## config.mk

```make
export PLATFORM = sky130hd
export DESIGN_NAME = mem_access_sequencer
export DESIGN_NICKNAME = d
export VERILOG_FILES = /design/src/rtl/mem_access_sequencer.sv
export SDC_FILE = /design/constraint.sdc
export NUM_CORES = 1
export LEC_CHECK = 0
export CAP_MARGIN = 20
export CORE_ASPECT_RATIO = 0.8
export CORE_MARGIN = 2
export CORE_UTILIZATION = 42
export CTS_BUF_LIST = sky130_fd_sc_hd__clkbuf_16
export CTS_CLUSTER_DIAMETER = 150
export DETAILED_ROUTE_END_ITERATION = 10
export GPL_ROUTABILITY_DRIVEN = 0
export PLACE_DENSITY_LB_ADDON = 0.2
export SYNTH_ARGS = -nofsm -noshare
export SYNTH_HDL_FRONTEND = slang
export SYNTH_SLANG_ARGS = --single-unit
```

## constraint.sdc

```tcl
create_clock -name clk -period 2.3 [get_ports clk]
set_input_delay 0.23 -clock clk [delete_from_list [all_inputs] [get_ports clk]]
set_output_delay 0.23 -clock clk [all_outputs]
set_load 0.005 [all_outputs]
```

## src/rtl/mem_access_sequencer.sv

```systemverilog
// Load/store sequencer between the core's memory decode and a req/ack data bus.
// Stalls the core while an access is outstanding and returns extended load data.
module mem_access_sequencer #(
    parameter int TIMEOUT = 255,
    parameter int CNT_W   = 8
) (
    input  logic        clk,
    input  logic        rst_n,
    input  logic        mreq,
    input  logic        mem_write,
    input  logic [2:0]  funct3,
    input  logic [31:0] addr,
    input  logic [31:0] wdata,
    output logic        stall,
    output logic [31:0] load_data,
    output logic        load_valid,
    output logic        access_fault,
    output logic        bus_req,
    output logic        bus_we,
    output logic [31:0] bus_addr,
    output logic [3:0]  bus_be,
    output logic [31:0] bus_wdata,
    input  logic        bus_ack,
    input  logic [31:0] bus_rdata,
    output logic [1:0]  dbg_state
);

    typedef enum logic [1:0] {
        S_IDLE = 2'd0,
        S_WAIT = 2'd1,
        S_DONE = 2'd2
    } state_e;

    localparam logic [CNT_W-1:0] TO_CNT = CNT_W'(TIMEOUT);

    state_e           state_q, state_d;
    logic [CNT_W-1:0] cnt_q, cnt_d;
    logic             fault_q, fault_d;
    logic [2:0]       f3_q, f3_d;
    logic [1:0]       off_q, off_d;
    logic             bus_req_q, bus_req_d;
    logic             bus_we_q, bus_we_d;
    logic [31:0]      bus_addr_q, bus_addr_d;
    logic [3:0]       bus_be_q, bus_be_d;
    logic [31:0]      bus_wdata_q, bus_wdata_d;
    logic [31:0]      load_data_q, load_data_d;

    logic        f3_legal;
    logic        misaligned;
    logic [3:0]  be_new;
    logic [31:0] wdata_new;
    logic [7:0]  lane_b;
    logic [15:0] lane_h;
    logic [31:0] load_ext;

    // Request-side decode on the live decode inputs.
    always_comb begin
        f3_legal   = 1'b0;
        be_new     = 4'b1111;
        wdata_new  = wdata;
        case (funct3)
            3'b000, 3'b001, 3'b010, 3'b100, 3'b101: f3_legal = 1'b1;
            default:                                f3_legal = 1'b0;
        endcase
        misaligned = ((funct3[1:0] == 2'b01) && addr[0]) ||
                     ((funct3[1:0] == 2'b10) && (addr[1:0] != 2'b00));
        case (funct3[1:0])
            2'b00: begin
                be_new    = 4'b0001 << addr[1:0];
                wdata_new = {4{wdata[7:0]}};
            end
            2'b01: begin
                be_new    = 4'b0011 << {addr[1], 1'b0};
                wdata_new = {2{wdata[15:0]}};
            end
            default: begin
                be_new    = 4'b1111;
                wdata_new = wdata;
            end
        endcase
    end

    // Load lane selection and extension from the latched size/offset.
    always_comb begin
        case (off_q)
            2'b00:   lane_b = bus_rdata[7:0];
            2'b01:   lane_b = bus_rdata[15:8];
            2'b10:   lane_b = bus_rdata[23:16];
            default: lane_b = bus_rdata[31:24];
        endcase
        lane_h = off_q[1] ? bus_rdata[31:16] : bus_rdata[15:0];
        case (f3_q)
            3'b000:  load_ext = {{24{lane_b[7]}}, lane_b};
            3'b100:  load_ext = {24'h0, lane_b};
            3'b001:  load_ext = {{16{lane_h[15]}}, lane_h};
            3'b101:  load_ext = {16'h0, lane_h};
            default: load_ext = bus_rdata;
        endcase
    end

    always_comb begin
        state_d     = state_q;
        cnt_d       = cnt_q;
        fault_d     = fault_q;
        f3_d        = f3_q;
        off_d       = off_q;
        bus_req_d   = bus_req_q;
        bus_we_d    = bus_we_q;
        bus_addr_d  = bus_addr_q;
        bus_be_d    = bus_be_q;
        bus_wdata_d = bus_wdata_q;
        load_data_d = load_data_q;
        case (state_q)
            S_IDLE: begin
                if (mreq) begin
                    if (!f3_legal || misaligned) begin
                        state_d     = S_DONE;
                        fault_d     = 1'b1;
                        load_data_d = 32'h0;
                    end else begin
                        state_d     = S_WAIT;
                        fault_d     = 1'b0;
                        bus_req_d   = 1'b1;
                        bus_we_d    = mem_write;
                        bus_addr_d  = {addr[31:2], 2'b00};
                        bus_be_d    = be_new;
                        bus_wdata_d = wdata_new;
                        f3_d        = funct3;
                        off_d       = addr[1:0];
                        cnt_d       = '0;
                    end
                end
            end
            S_WAIT: begin
                // An ack arriving on the timeout cycle still completes normally.
                if (bus_ack) begin
                    bus_req_d = 1'b0;
                    state_d   = S_DONE;
                    if (!bus_we_q) begin
                        load_data_d = load_ext;
                    end
                end else if ((TIMEOUT != 0) && (cnt_q == TO_CNT)) begin
                    bus_req_d   = 1'b0;
                    fault_d     = 1'b1;
                    load_data_d = 32'h0;
                    state_d     = S_DONE;
                end else begin
                    cnt_d = cnt_q + CNT_W'(1);
                end
            end
            S_DONE:  state_d = S_IDLE;
            default: state_d = S_IDLE;
        endcase
    end

    always_ff @(posedge clk or negedge rst_n) begin
        if (!rst_n) begin
            state_q     <= S_IDLE;
            cnt_q       <= '0;
            fault_q     <= 1'b0;
            f3_q        <= 3'b000;
            off_q       <= 2'b00;
            bus_req_q   <= 1'b0;
            bus_we_q    <= 1'b0;
            bus_addr_q  <= 32'h0;
            bus_be_q    <= 4'h0;
            bus_wdata_q <= 32'h0;
            load_data_q <= 32'h0;
        end else begin
            state_q     <= state_d;
            cnt_q       <= cnt_d;
            fault_q     <= fault_d;
            f3_q        <= f3_d;
            off_q       <= off_d;
            bus_req_q   <= bus_req_d;
            bus_we_q    <= bus_we_d;
            bus_addr_q  <= bus_addr_d;
            bus_be_q    <= bus_be_d;
            bus_wdata_q <= bus_wdata_d;
            load_data_q <= load_data_d;
        end
    end

    assign stall        = ((state_q == S_IDLE) && mreq) || (state_q == S_WAIT);
    assign load_valid   = (state_q == S_DONE);
    assign access_fault = (state_q == S_DONE) && fault_q;
    assign load_data    = load_data_q;
    assign bus_req      = bus_req_q;
    assign bus_we       = bus_we_q;
    assign bus_addr     = bus_addr_q;
    assign bus_be       = bus_be_q;
    assign bus_wdata    = bus_wdata_q;
    assign dbg_state    = state_q;

endmodule
```

==> summary.txt <==
Clock tree
  – PostCTS Resize Cnt: 0
  – H-Tree Depth: 4
  – CTS root buf: clkbuf_16
  – Worst-Skew Late Latency: 0.41 ns
  – Worst-path clk slew: 0.06 ns
  – # hold bufs at CTS: 1
  – Clock buffer depth: 2
  – TritonCTS clock tree: done
  – CTS Buf Count: 17
  – Clk sinks: 116
  – Post-CTS setup buffer count: 0

STA
  – RSZ-0062 raised after global routing: no
  – Final setup TNS: 0 ns
  – Worst setup margin: 0.232 ns
  – Least-Margin Pin Slew: 0.880 ns
  – Final Hold Viols: 0
  – Period utilization: 0.899
  – Worst rel slew slack: 0.411
  – Final Skew: 0.00763 ns
  – Fin crit period: 2.07 ns
  – Slew Limit Fails: 0
  – Final hold slack: 0.409 ns
  – Fmax: 484 MHz
  – Final Setup Violations: 0

Yosys
  – Syn Area/Cell: 11.3 um2
  – Top cell type's share of synthesized area: 0.532
  – Seq/Total Area, Yosys: 0.532
  – Largest area contributor in the netlist: dfrtp_1
  – Yosys reg bits: 116
  – Post-Synthesis Cells: 483
  – Ys async rst share: 1.00
  – EDFF count, synth: 0
  – Largest cells by area after synthesis: dfrtp_1, mux2_2, mux2i_1, o21ai_0, nand2_1
  – Area of the mapped netlist: 5460 um2
  – Synth cell types: 47
  – Leading register cell type out of synthesis: dfrtp_1
  – Ys Warns: 0

Cells and area
  – Final design utilization: 0.654
  – Share of post-route cells with drive strength above 1: 0.146
  – Final non-filler cell area: 8360 um2
  – Antenna cells: 0
  – Synthesis-to-finish area growth: 53.2%
  – Filler-free cell count of the finished design: 881
  – Layout net count: 798

Floorplanning
  – Die H: 106 um
  – Top-level I/O count: 211
  – Total core area: 12800 um2
  – Initial Util: 0.427
  – Die Width: 131 um
  – Area of the die: 13900 um2
  – FP Rows: 37

Setup path
  – Reg2reg path depth: 5
  – Critical setup path kind: register to output port
  – Buf/Inv on CP: 2
  – Critical path launch point type: register
  – CP peak stage delay: 0.49 ns
  – WP data required: 2.07 ns
  – Worst-path cell chain: inv_1 > nor2_1 > and2_1 > clkdlybuf4s50_1
  – Crit path DAT: 1.84 ns
  – Crit-path max FO: 8
  – CP startpoint: dbg_state[1]$_DFFE_PN0P_
  – Critical path depth in cells: 4
  – Reg2reg start: off_q[1]$_DFFE_PN0P_
  – CP delay by family, top: buffers and inverters
  – CP max-delay cell: dfrtp_1
  – Crit end category: output port

Job
  – Max-cap violations: 0

GRT
  – Total GRT Usage: 0.227
  – Largest net degree at the start of global routing: 58
  – Antenna violations before repair: 0
  – First-pass GRT wire length: 25.1 mm
  – Vias in the first global route: 4652
  – GRT overflow: 0

Power and ir drop
  – Total chip power: 8.71 mW
  – Pwr dens: 1040 nW/um2
  – Peak VDD IR: 0.603 mV
  – Lkg Pwr: 3.52 nW

Drt
  – DRC viols: 0
  – Routed wire per std cell: 17.8 um
  – Routed WL: 15.6 mm
  – Detailed Routing Iterations Pass 1: 4
  – Routed Antenna Nets: 0
  – Via density: 5.30
  – First DRT Iteration DRCs: 325
  – Via Count: 4670

Place
  – Post-DP Area: 7780 um2
  – Dpl hpwl: 11.5 mm
  – Dpl cells: 847
  – Place WS: 0.0604 ns
  – IO Port Bufs: 208

Hold path
  – HP Class: input pin to asynchronous set/reset pin

Status
  – Status: finished, final reports clean
[final timing paths]
path	to	slack, ns
max	access_fault	0.23
min	bus_wdata[22]$_DFFE_PN0P_	0.41
max reg2reg	load_data[0]$_DFFE_PN0P_	0.32
min reg2reg	bus_wdata[10]$_DFFE_PN0P_	0.48
max in group asynchronous	load_data[8]$_DFFE_PN0P_	1.23
min in group clk	bus_we$_DFFE_PN0P_	0.43
[state kept, by name, indices dropped and copies added (netlist names)]
register   flops
f3_q           3
cnt_q          8
dbg_state      2
off_q          2
bus_addr      30
fault_q        1
load_data     32
bus_be         4
bus_req        1
bus_wdata     32
bus_we         1
[metal layers]
metal  global-route usage  up-vias  routed length (um)
met3               0.0591       16                1090
met1                0.321     2282                7110
met4               0.0575        0                 205
li1                     -     2185                   -
met5                    0        -                   0
met2                0.351      187                7230
[cells in the mapped netlist (2+ instances only)]
| cell type | instances |
|---|---|
| mux2i_1 | 36 |
| nand2b_1 | 21 |
| a21oi_1 | 22 |
| nor2_1 | 18 |
| buf_4 | 2 |
| a31oi_1 | 2 |
| a32o_1 | 17 |
| o21ai_0 | 40 |
| or3_1 | 6 |
| a22o_1 | 9 |
| dfrtp_1 | 116 |
| inv_1 | 6 |
| mux2_2 | 46 |
| nand3_1 | 5 |
| nand2_1 | 48 |
| nand4b_1 | 4 |
| nor3b_1 | 2 |
| a221oi_1 | 7 |
| clkbuf_1 | 17 |
| o2bb2ai_1 | 13 |
| o211ai_1 | 3 |
| nor2b_1 | 3 |
| nand4_1 | 2 |
| buf_1 | 3 |
| buf_2 | 13 |
[power by group]
part / total [mW] / switching (mW) / internal [mW]
clock: 2.48 / 0.990 / 1.49
sequential: 3.16 / 0.464 / 2.69
combinational: 3.08 / 1.18 / 1.90
total: 8.71 / 2.63 / 6.08
[cells by family after synthesis]
family	count (synthesis)	share of synthesized area
buffers and inverters	42	0.0346
adders and majority gates	1	0.00229
AOI/OAI and AO/OA	123	0.157
other	1	0.000687
DFF	116	0.532
and+or+nand+nor	117	0.108
muxes	83	0.165
[layout by cell type, fill, tap and decap left out, types with 2 or more instances in the layout]
master | Yosys | routed
mux2_2 | 46 | 46
nand3_1 | 5 | 5
clkbuf_16 | 0 | 17
dfrtp_1 | 116 | 116
o21ai_0 | 40 | 40
nand2b_1 | 21 | 21
or3_1 | 6 | 6
buf_12 | 0 | 5
nor3b_1 | 2 | 2
nand2_1 | 48 | 48
clkinv_4 | 0 | 2
o211ai_1 | 3 | 3
a21oi_1 | 22 | 22
clkdlybuf4s50_1 | 0 | 207
nor2b_1 | 3 | 3
a221oi_1 | 7 | 7
clkinv_2 | 0 | 3
a31oi_1 | 2 | 2
nor2_1 | 18 | 18
nand4b_1 | 4 | 4
conb_1 | 1 | 2
o2bb2ai_1 | 13 | 13
a32o_1 | 17 | 17
buf_4 | 2 | 13
clkinvlp_4 | 0 | 6
inv_1 | 6 | 6
a22o_1 | 9 | 9
nand4_1 | 2 | 2
mux2i_1 | 36 | 36
inv_6 | 0 | 3
[final cells by class]
type	count	area (um2)
Inverter	6	22.5
Clock buffer	17	425
Timing Repair Buffer	226	2280
Clock inverter	15	134
Sequential cell	116	2900
Multi-Input combinational cell	326	2370
Fill cell	1046	4420
Tap cell	175	219
No activity file was read; power rests on OpenSTA's default activity.
